--- src/rtl/crop_pkg.sv ---
// Shared types and sizing helpers for the crop-filter frame scheduler.
package crop_pkg;

  typedef enum logic [1:0] {
    REARM = 2'd0,
    IDLE  = 2'd1,
    ISSUE = 2'd2,
    RUN   = 2'd3
  } state_e;

  // Pixels in a rows x cols window; used for both the full frame and the crop box.
  function automatic int frame_pix(input int rows, input int cols);
    return rows * cols;
  endfunction

  function automatic int cnt_width(input int max_val);
    return (max_val < 1) ? 1 : $clog2(max_val + 1);
  endfunction

  // Command word: {Y1, X1} with Y1 in the MSBs.
  function automatic int cmd_width(input int row_bits, input int col_bits);
    return row_bits + col_bits;
  endfunction

  function automatic int cmd_y1_lsb(input int col_bits);
    return col_bits;
  endfunction

endpackage

--- src/rtl/crop_cmd_fifo.sv ---
// Synchronous command FIFO with full/empty flags; DEPTH must be a power of 2.
module crop_cmd_fifo #(
  parameter int WIDTH = 20,
  parameter int DEPTH = 4
) (
  input  logic             clk,
  input  logic             rst_n,
  input  logic             push_i,
  input  logic [WIDTH-1:0] data_i,
  input  logic             pop_i,
  output logic [WIDTH-1:0] data_o,
  output logic             full_o,
  output logic             empty_o
);

  localparam int AW = (DEPTH > 1) ? $clog2(DEPTH) : 1;

  logic [WIDTH-1:0] mem_q [DEPTH];
  logic [AW-1:0]    wr_ptr_q;
  logic [AW-1:0]    rd_ptr_q;
  logic [AW:0]      count_q;
  logic [AW:0]      count_d;
  logic             wr_en_s;
  logic             rd_en_s;

  assign full_o  = (count_q == (AW+1)'(DEPTH));
  assign empty_o = (count_q == '0);
  // A push into a full FIFO is legal only alongside a pop that frees the slot.
  assign rd_en_s = pop_i && !empty_o;
  assign wr_en_s = push_i && (!full_o || rd_en_s);
  assign data_o  = mem_q[rd_ptr_q];

  always_comb begin
    count_d = count_q;
    case ({wr_en_s, rd_en_s})
      2'b10:   count_d = count_q + (AW+1)'(1);
      2'b01:   count_d = count_q - (AW+1)'(1);
      default: count_d = count_q;
    endcase
  end

  always_ff @(posedge clk or negedge rst_n) begin
    if (!rst_n) begin
      wr_ptr_q <= '0;
      rd_ptr_q <= '0;
      count_q  <= '0;
    end else begin
      if (wr_en_s) wr_ptr_q <= wr_ptr_q + AW'(1);
      if (rd_en_s) rd_ptr_q <= rd_ptr_q + AW'(1);
      count_q <= count_d;
    end
  end

  always_ff @(posedge clk) begin
    if (wr_en_s) mem_q[wr_ptr_q] <= data_i;
  end

endmodule

--- src/rtl/crop_scheduler.sv ---
// Per-frame crop-box scheduler: queues {Y1,X1} commands, issues one per frame, rearms the filter.
// Optional build macro CROP_SCHED_CLAMP_EN clamps popped coordinates into the legal box range.
module crop_scheduler
  import crop_pkg::*;
#(
  parameter int IN_ROWS          = 40,
  parameter int IN_COLS          = 40,
  parameter int OUT_ROWS         = 20,
  parameter int OUT_COLS         = 20,
  parameter int IMG_ROW_BITWIDTH = 10,
  parameter int IMG_COL_BITWIDTH = 10,
  parameter int CMD_DEPTH        = 4,
  parameter int REARM_CYCLES     = 2
) (
  input  logic                                     clk,
  input  logic                                     reset_n,
  input  logic [IMG_ROW_BITWIDTH+IMG_COL_BITWIDTH-1:0] cmd_TDATA,
  input  logic                                     cmd_TVALID,
  output logic                                     cmd_TREADY,
  output logic [IMG_ROW_BITWIDTH-1:0]              crop_Y1_TDATA,
  output logic                                     crop_Y1_TVALID,
  input  logic                                     crop_Y1_TREADY,
  output logic [IMG_COL_BITWIDTH-1:0]              crop_X1_TDATA,
  output logic                                     crop_X1_TVALID,
  input  logic                                     crop_X1_TREADY,
  output logic                                     filt_reset,
  input  logic                                     pix_in_TVALID,
  input  logic                                     pix_in_TREADY,
  input  logic                                     pix_out_TVALID,
  input  logic                                     pix_out_TREADY,
  output logic                                     frame_done,
  output logic [15:0]                              frame_count,
  output logic                                     crop_err,
  output logic                                     busy
);

  localparam int RB        = IMG_ROW_BITWIDTH;
  localparam int CB        = IMG_COL_BITWIDTH;
  localparam int CMD_W     = cmd_width(RB, CB);
  localparam int Y1_LSB    = cmd_y1_lsb(CB);
  localparam int FRAME_PIX = frame_pix(IN_ROWS, IN_COLS);
  localparam int CROP_PIX  = frame_pix(OUT_ROWS, OUT_COLS);
  localparam int CW        = cnt_width(FRAME_PIX);
  localparam int RW        = cnt_width(REARM_CYCLES);

  localparam logic [CW-1:0] LAST_PIX   = CW'(FRAME_PIX - 1);
  localparam logic [CW:0]   CROP_LIM   = (CW+1)'(CROP_PIX);
  localparam logic [RW-1:0] REARM_LAST = RW'(REARM_CYCLES - 1);

  state_e          state_q;
  logic [RW-1:0]   rearm_q;
  logic            filt_reset_q;
  logic [RB-1:0]   y1_q;
  logic [CB-1:0]   x1_q;
  logic            y1_vld_q;
  logic            x1_vld_q;
  logic [CW-1:0]   in_cnt_q;
  logic [CW-1:0]   out_cnt_q;
  logic            frame_done_q;
  logic [15:0]     frame_count_q;
  logic            crop_err_q;
  logic            busy_q;
  logic            cmd_rdy_q;

  logic            fifo_full_s;
  logic            fifo_empty_s;
  logic            push_s;
  logic            pop_s;
  logic [CMD_W-1:0] fifo_dout_s;
  logic [RB-1:0]   raw_y1_s;
  logic [CB-1:0]   raw_x1_s;
  logic [RB-1:0]   pop_y1_s;
  logic [CB-1:0]   pop_x1_s;
  logic            y1_hs_s;
  logic            x1_hs_s;
  logic            in_hs_s;
  logic            out_hs_s;
  logic [CW:0]     out_next_s;

  // cmd_rdy_q keeps TREADY low for as long as reset is asserted.
  assign cmd_TREADY = cmd_rdy_q && !fifo_full_s;
  assign push_s     = cmd_TVALID && cmd_TREADY;
  assign pop_s      = (state_q == IDLE) && !fifo_empty_s;

  crop_cmd_fifo #(
    .WIDTH (CMD_W),
    .DEPTH (CMD_DEPTH)
  ) u_fifo (
    .clk     (clk),
    .rst_n   (reset_n),
    .push_i  (push_s),
    .data_i  (cmd_TDATA),
    .pop_i   (pop_s),
    .data_o  (fifo_dout_s),
    .full_o  (fifo_full_s),
    .empty_o (fifo_empty_s)
  );

  assign raw_y1_s = fifo_dout_s[Y1_LSB +: RB];
  assign raw_x1_s = fifo_dout_s[0 +: CB];

`ifdef CROP_SCHED_CLAMP_EN
  // X1 limit is one lower because the filter passes columns in (X1, X1+OUT_COLS].
  localparam logic [RB-1:0] Y1_MAX = RB'(IN_ROWS - OUT_ROWS);
  localparam logic [CB-1:0] X1_MAX = CB'(IN_COLS - OUT_COLS - 1);
  assign pop_y1_s = (raw_y1_s > Y1_MAX) ? Y1_MAX : raw_y1_s;
  assign pop_x1_s = (raw_x1_s > X1_MAX) ? X1_MAX : raw_x1_s;
`else
  assign pop_y1_s = raw_y1_s;
  assign pop_x1_s = raw_x1_s;
`endif

  assign y1_hs_s    = y1_vld_q && crop_Y1_TREADY;
  assign x1_hs_s    = x1_vld_q && crop_X1_TREADY;
  assign in_hs_s    = pix_in_TVALID && pix_in_TREADY;
  assign out_hs_s   = pix_out_TVALID && pix_out_TREADY;
  assign out_next_s = {1'b0, out_cnt_q} + (CW+1)'(out_hs_s);

  // Frame control FSM with all outputs registered.
  always_ff @(posedge clk or negedge reset_n) begin
    if (!reset_n) begin
      state_q       <= REARM;
      rearm_q       <= '0;
      filt_reset_q  <= 1'b1;
      y1_q          <= '0;
      x1_q          <= '0;
      y1_vld_q      <= 1'b0;
      x1_vld_q      <= 1'b0;
      in_cnt_q      <= '0;
      out_cnt_q     <= '0;
      frame_done_q  <= 1'b0;
      frame_count_q <= 16'd0;
      crop_err_q    <= 1'b0;
      busy_q        <= 1'b1;
      cmd_rdy_q     <= 1'b0;
    end else begin
      cmd_rdy_q    <= 1'b1;
      frame_done_q <= 1'b0;
      case (state_q)
        REARM: begin
          in_cnt_q  <= '0;
          out_cnt_q <= '0;
          if (rearm_q == REARM_LAST) begin
            state_q      <= IDLE;
            rearm_q      <= '0;
            filt_reset_q <= 1'b0;
            busy_q       <= 1'b0;
          end else begin
            rearm_q <= rearm_q + RW'(1);
          end
        end
        IDLE: begin
          if (pop_s) begin
            state_q  <= ISSUE;
            busy_q   <= 1'b1;
            y1_q     <= pop_y1_s;
            x1_q     <= pop_x1_s;
            y1_vld_q <= 1'b1;
            x1_vld_q <= 1'b1;
          end
        end
        ISSUE: begin
          if (y1_hs_s) y1_vld_q <= 1'b0;
          if (x1_hs_s) x1_vld_q <= 1'b0;
          if ((!y1_vld_q || y1_hs_s) && (!x1_vld_q || x1_hs_s)) state_q <= RUN;
        end
        RUN: begin
          if (in_hs_s && (in_cnt_q == LAST_PIX)) begin
            state_q       <= REARM;
            rearm_q       <= '0;
            filt_reset_q  <= 1'b1;
            frame_done_q  <= 1'b1;
            frame_count_q <= frame_count_q + 16'd1;
            in_cnt_q      <= '0;
            out_cnt_q     <= '0;
            if (out_next_s != CROP_LIM) crop_err_q <= 1'b1;
          end else begin
            in_cnt_q  <= in_cnt_q + CW'(in_hs_s);
            out_cnt_q <= out_next_s[CW-1:0];
          end
        end
        default: begin
          state_q      <= REARM;
          rearm_q      <= '0;
          filt_reset_q <= 1'b1;
          busy_q       <= 1'b1;
        end
      endcase
    end
  end

  assign crop_Y1_TDATA  = y1_q;
  assign crop_Y1_TVALID = y1_vld_q;
  assign crop_X1_TDATA  = x1_q;
  assign crop_X1_TVALID = x1_vld_q;
  assign filt_reset     = filt_reset_q;
  assign frame_done     = frame_done_q;
  assign frame_count    = frame_count_q;
  assign crop_err       = crop_err_q;
  assign busy           = busy_q;

endmodule

--- config.mk ---
export PLATFORM = sky130hd
export DESIGN_NAME = crop_scheduler
export DESIGN_NICKNAME = d
export VERILOG_FILES = /design/src/rtl/crop_pkg.sv /design/src/rtl/crop_cmd_fifo.sv /design/src/rtl/crop_scheduler.sv
export SDC_FILE = /design/constraint.sdc
export NUM_CORES = 1
export LEC_CHECK = 0
export CORE_MARGIN = 2
export CORE_UTILIZATION = 30
export CTS_CLUSTER_DIAMETER = 30
export DETAILED_ROUTE_END_ITERATION = 16
export HOLD_SLACK_MARGIN = 0.1
export PLACE_DENSITY = 0.53
export RECOVER_POWER = 100
export REMOVE_ABC_BUFFERS = 1
export SYNTH_ARGS = -nofsm -noshare
export SYNTH_HDL_FRONTEND = slang
export SYNTH_SLANG_ARGS = --single-unit
--- constraint.sdc ---
create_clock -name clk -period 6.3 [get_ports clk]
set_clock_uncertainty 0.15 [all_clocks]
set_input_delay 1.89 -clock clk [delete_from_list [all_inputs] [get_ports clk]]
set_output_delay 1.89 -clock clk [all_outputs]
set_load 0.01 [all_outputs]
==> results.py <==
metrics = {
    "outcome": {
        "outcome": "finished, violations left",
        "violations": "max-capacitance violations, max-slew violations",
    },
    "global_routing": {
        "grt_pass1_vias": 4240,
        "antenna_found_initial": 3,
        "track_usage_pct": 12.6,
        "overflow": 0,
        "grt_pass1_wl_mm": 22.9,
        "grt_max_degree": 77,
    },
    "timing": {
        "rsz0062_at_grt": "false",
        "setup_viol": 0,
        "finalCriticalPeriod_ns": 4.16,
        "fin_hold_ws_ns": 0.318,
        "tightest_slew_ns": 2.00,
        "hold_violations": 0,
        "max_clock_freq_mhz": 241,
        "drv_slew": 77,
        "tns_ns": 0,
        "period_share_pct": 66.0,
        "slew_headroom_pct": -33.4,
    },
    "power": {
        "power.density_nw_per_um2": 409,
        "leakage_nw": 3.35,
        "ir_drop_mv": 0.194,
        "power_mw": 3.34,
    },
    "cts": {
        "worstSkewPairLatency_ns": 0.43,
        "clockBufferDepth": 2,
        "tritoncts": "built",
        "cts_max_level": 4,
        "clkTransAtPathRegs_ns": 0.07,
        "holdBufCountCts": 0,
        "cts_root_buf": "clkbuf_16",
        "postCtsSetupBuffers": 0,
        "cts_buffers": 17,
        "clkSinkCount": 156,
        "cts.repair.resized": 0,
    },
    "worst_setup_path": {
        "slowest_stage": "o41ai_4",
        "cp_top_family": "compound AO/OA/AOI/OAI gates",
        "cp_data_arrival_time_ns": 4.31,
        "crit_buf_inv": 1,
        "r2r_setup_slack_ns": 2.32,
        "worstPathMaxFanout": 17,
        "slowest_delay_ns": 0.91,
        "startpoint_type": "primary input",
        "critPathRequiredTime_ns": 6.46,
        "worstSetupPathType": "primary input to flip-flop",
        "cp-end-kind": "flip-flop",
        "path_cells": "dlygate4sd3_1 > nand4_1 > o41ai_4 > nand2_2 > a221oi_1 > mux2_1",
    },
    "final_layout": {
        "multi_input_area_um2": 2110,
        "areaGrowthSynthToFinish_pct": 24.2,
        "fillers": 2041,
        "nets": 613,
        "regArea_um2": 4310,
        "drive_above_1_share_pct": 10.1,
    },
    "synthesis": {
        "syn_area_um2": 6570,
        "synth_top_area_share_pct": 36.6,
        "ys_types": 51,
        "synthFlopType": "edfxtp_1",
        "avgSynthCellArea_um2": 13.4,
        "ys_ff_latch": 156,
        "synth_edf_count": 80,
        "async_flop_share_pct": 48.7,
        "post-synth-top-area-cell": "edfxtp_1",
        "synth_area_leaders": "edfxtp_1 37%, dfrtp_1 28%, mux4_2 6.9%",
        "seq_area_frac_synth_pct": 65.6,
        "synthesis.instances": 489,
        "ys_warn_count": 0,
    },
    "routing": {
        "wire_per_inst_um": 16.0,
        "route.met2.wl_mm": 6.70,
        "first_iter_violations": 259,
        "drt-total-wl_mm": 13.8,
        "ant_nets": 0,
        "highest_layer": "met5",
        "wirelength_met1_mm": 6.33,
        "viasPerCell": 4.74,
        "dr_wl_met3_um": 608,
        "drcViolationCount": 0,
        "route.vias.total": 4092,
        "dr.pass1.iters": 6,
    },
    "die": {
        "die-width_um": 152,
        "start_util_pct": 30.3,
        "fp.dieH_um": 152,
        "core-area_um2": 21700,
        "io_pins": 72,
        "die_area_um2": 23100,
        "rows": 54,
    },
    "placed_design": {
        "dp_hpwl_mm": 8.83,
        "gp_congestion": 0.731,
        "port_buffers": 71,
    },
    "flow_run": {
        "maxCapViolations": 1,
    },
    "hold_path": {
        "min_path_type": "flip-flop to flip-flop",
    },
}
-- kinds of logic (layout without fill, tap and decap cells) --
group           count (synthesis)  in the layout  synth area share [%]
compound gates                 54             54                  5.49
mux                            25             25                  7.64
xor+xnor                       26             26                  3.47
flops                         156            156                  65.6
simple gates                  179            179                  12.9
other cells                     1              2                0.0571
buf+inv                        33            126                  1.94
fa+ha+maj                      15             15                  2.97
-- Yosys cell counts, drive strengths merged, types with 2 or more instances --
master	n
nand2	95
edfxtp	80
dfrtp	74
o21ai	26
nor2	23
mux4	20
inv	17
xnor2	15
ha	14
clkbuf	13
and3	12
nand3	12
xor2	11
nand4	8
o31ai	7
a21oi	6
nor3	6
mux2i	4
nand2b	4
and2	3
buf	3
nand3b	3
nor2b	3
a22oi	2
a31oi	2
and4	2
dfstp	2
nand4b	2
nor4	2
o32a	2
o41ai	2
or2	2
-- layout make-up --
| type | instances | share of cell area (%) |
|---|---|---|
| diodes | 1 | 0.0307 |
| clock buffers | 17 | 5.21 |
| clock inverters | 15 | 2.09 |
| inverters | 17 | 0.782 |
| multi-input cells | 300 | 25.9 |
| flip-flops and latches | 156 | 52.8 |
| well taps | 280 | 4.29 |
| repair buffers | 77 | 8.93 |
-- worst paths after layout --
kind,startpoint,endpoint,cells after the start
setup / recovery,pix_in_TVALID,state_q[1],6
hold / removal,crop_X1_TDATA[6],crop_X1_TDATA[6],2
setup reg to reg,u_fifo.count_q[2],u_fifo.count_q[2],10
hold reg to reg,crop_X1_TDATA[6],crop_X1_TDATA[6],2
max in group asynchronous,reset_n,crop_Y1_TVALID,1
min in group asynchronous,reset_n,in_cnt_q[10],1
-- flip-flops by register name (all words and copies together), names as in the netlist, 3 cells and up --
register        cells
crop_X1_TDATA      10
in_cnt_q           11
u_fifo.mem_q       80
frame_count        16
out_cnt_q          11
crop_Y1_TDATA      10
u_fifo.count_q      3
-- per-layer routing --
layer	GRT usage [%]	vias up
met3	3.85	16
met2	20.7	76
met1	15.9	2071
met4	3.87	4
li1	-	1925
met5	0	-
-- per-stage QoR --
| stage | instance area [um2] | utilization [%] | setup WS (ns) | instances |
|---|---|---|---|---|
| 4_1_cts | 8200 | 37.8 | 2.24 | 862 |
| 6_report | 8160 | 37.6 | 2.14 | 863 |
| 3_3_place_gp | 7610 | 35.1 | 1.81 | 830 |
| 5_1_grt | 8160 | 37.6 | 1.93 | 863 |
| 3_5_place_dp | 7610 | 35.1 | 1.78 | 830 |
| 2_1_floorplan | 6500 | - | 2.58 | 473 |
-- cell usage in the layout, fill, tap and decap left out, types with 7 or more instances in the layout --
master and instances:
inv_1 17, clkbuf_16 17, edfxtp_1 80, ha_1 14
nor2_1 23, nand4_1 7, dlygate4sd3_1 66, mux4_2 20
dfrtp_1 74, o21ai_0 26, and3_1 12, xor2_1 11
o31ai_1 7, nand3_1 12, nand2_1 94, xnor2_1 15
inv_8 7
-- worst reg2reg max path, cell delays in order, from the launching register on --
cell and delay (ns):
dfrtp_1 0.41, nor3_1 0.26, nand2b_1 0.17, clkbuf_1 0.98, inv_1 0.83, ha_1 0.49, inv_1 0.07, fa_1 0.17
xor2_1 0.13, nor2_1 0.06, xor2_1 0.14
-- report_power, final --
| part | switching [mW] | internal, mW |
|---|---|---|
| Sequential | 0.128 | 1.25 |
| Clock | 0.468 | 0.569 |
| Combinational | 0.507 | 0.413 |
No activity file was read; power rests on OpenSTA's default activity.
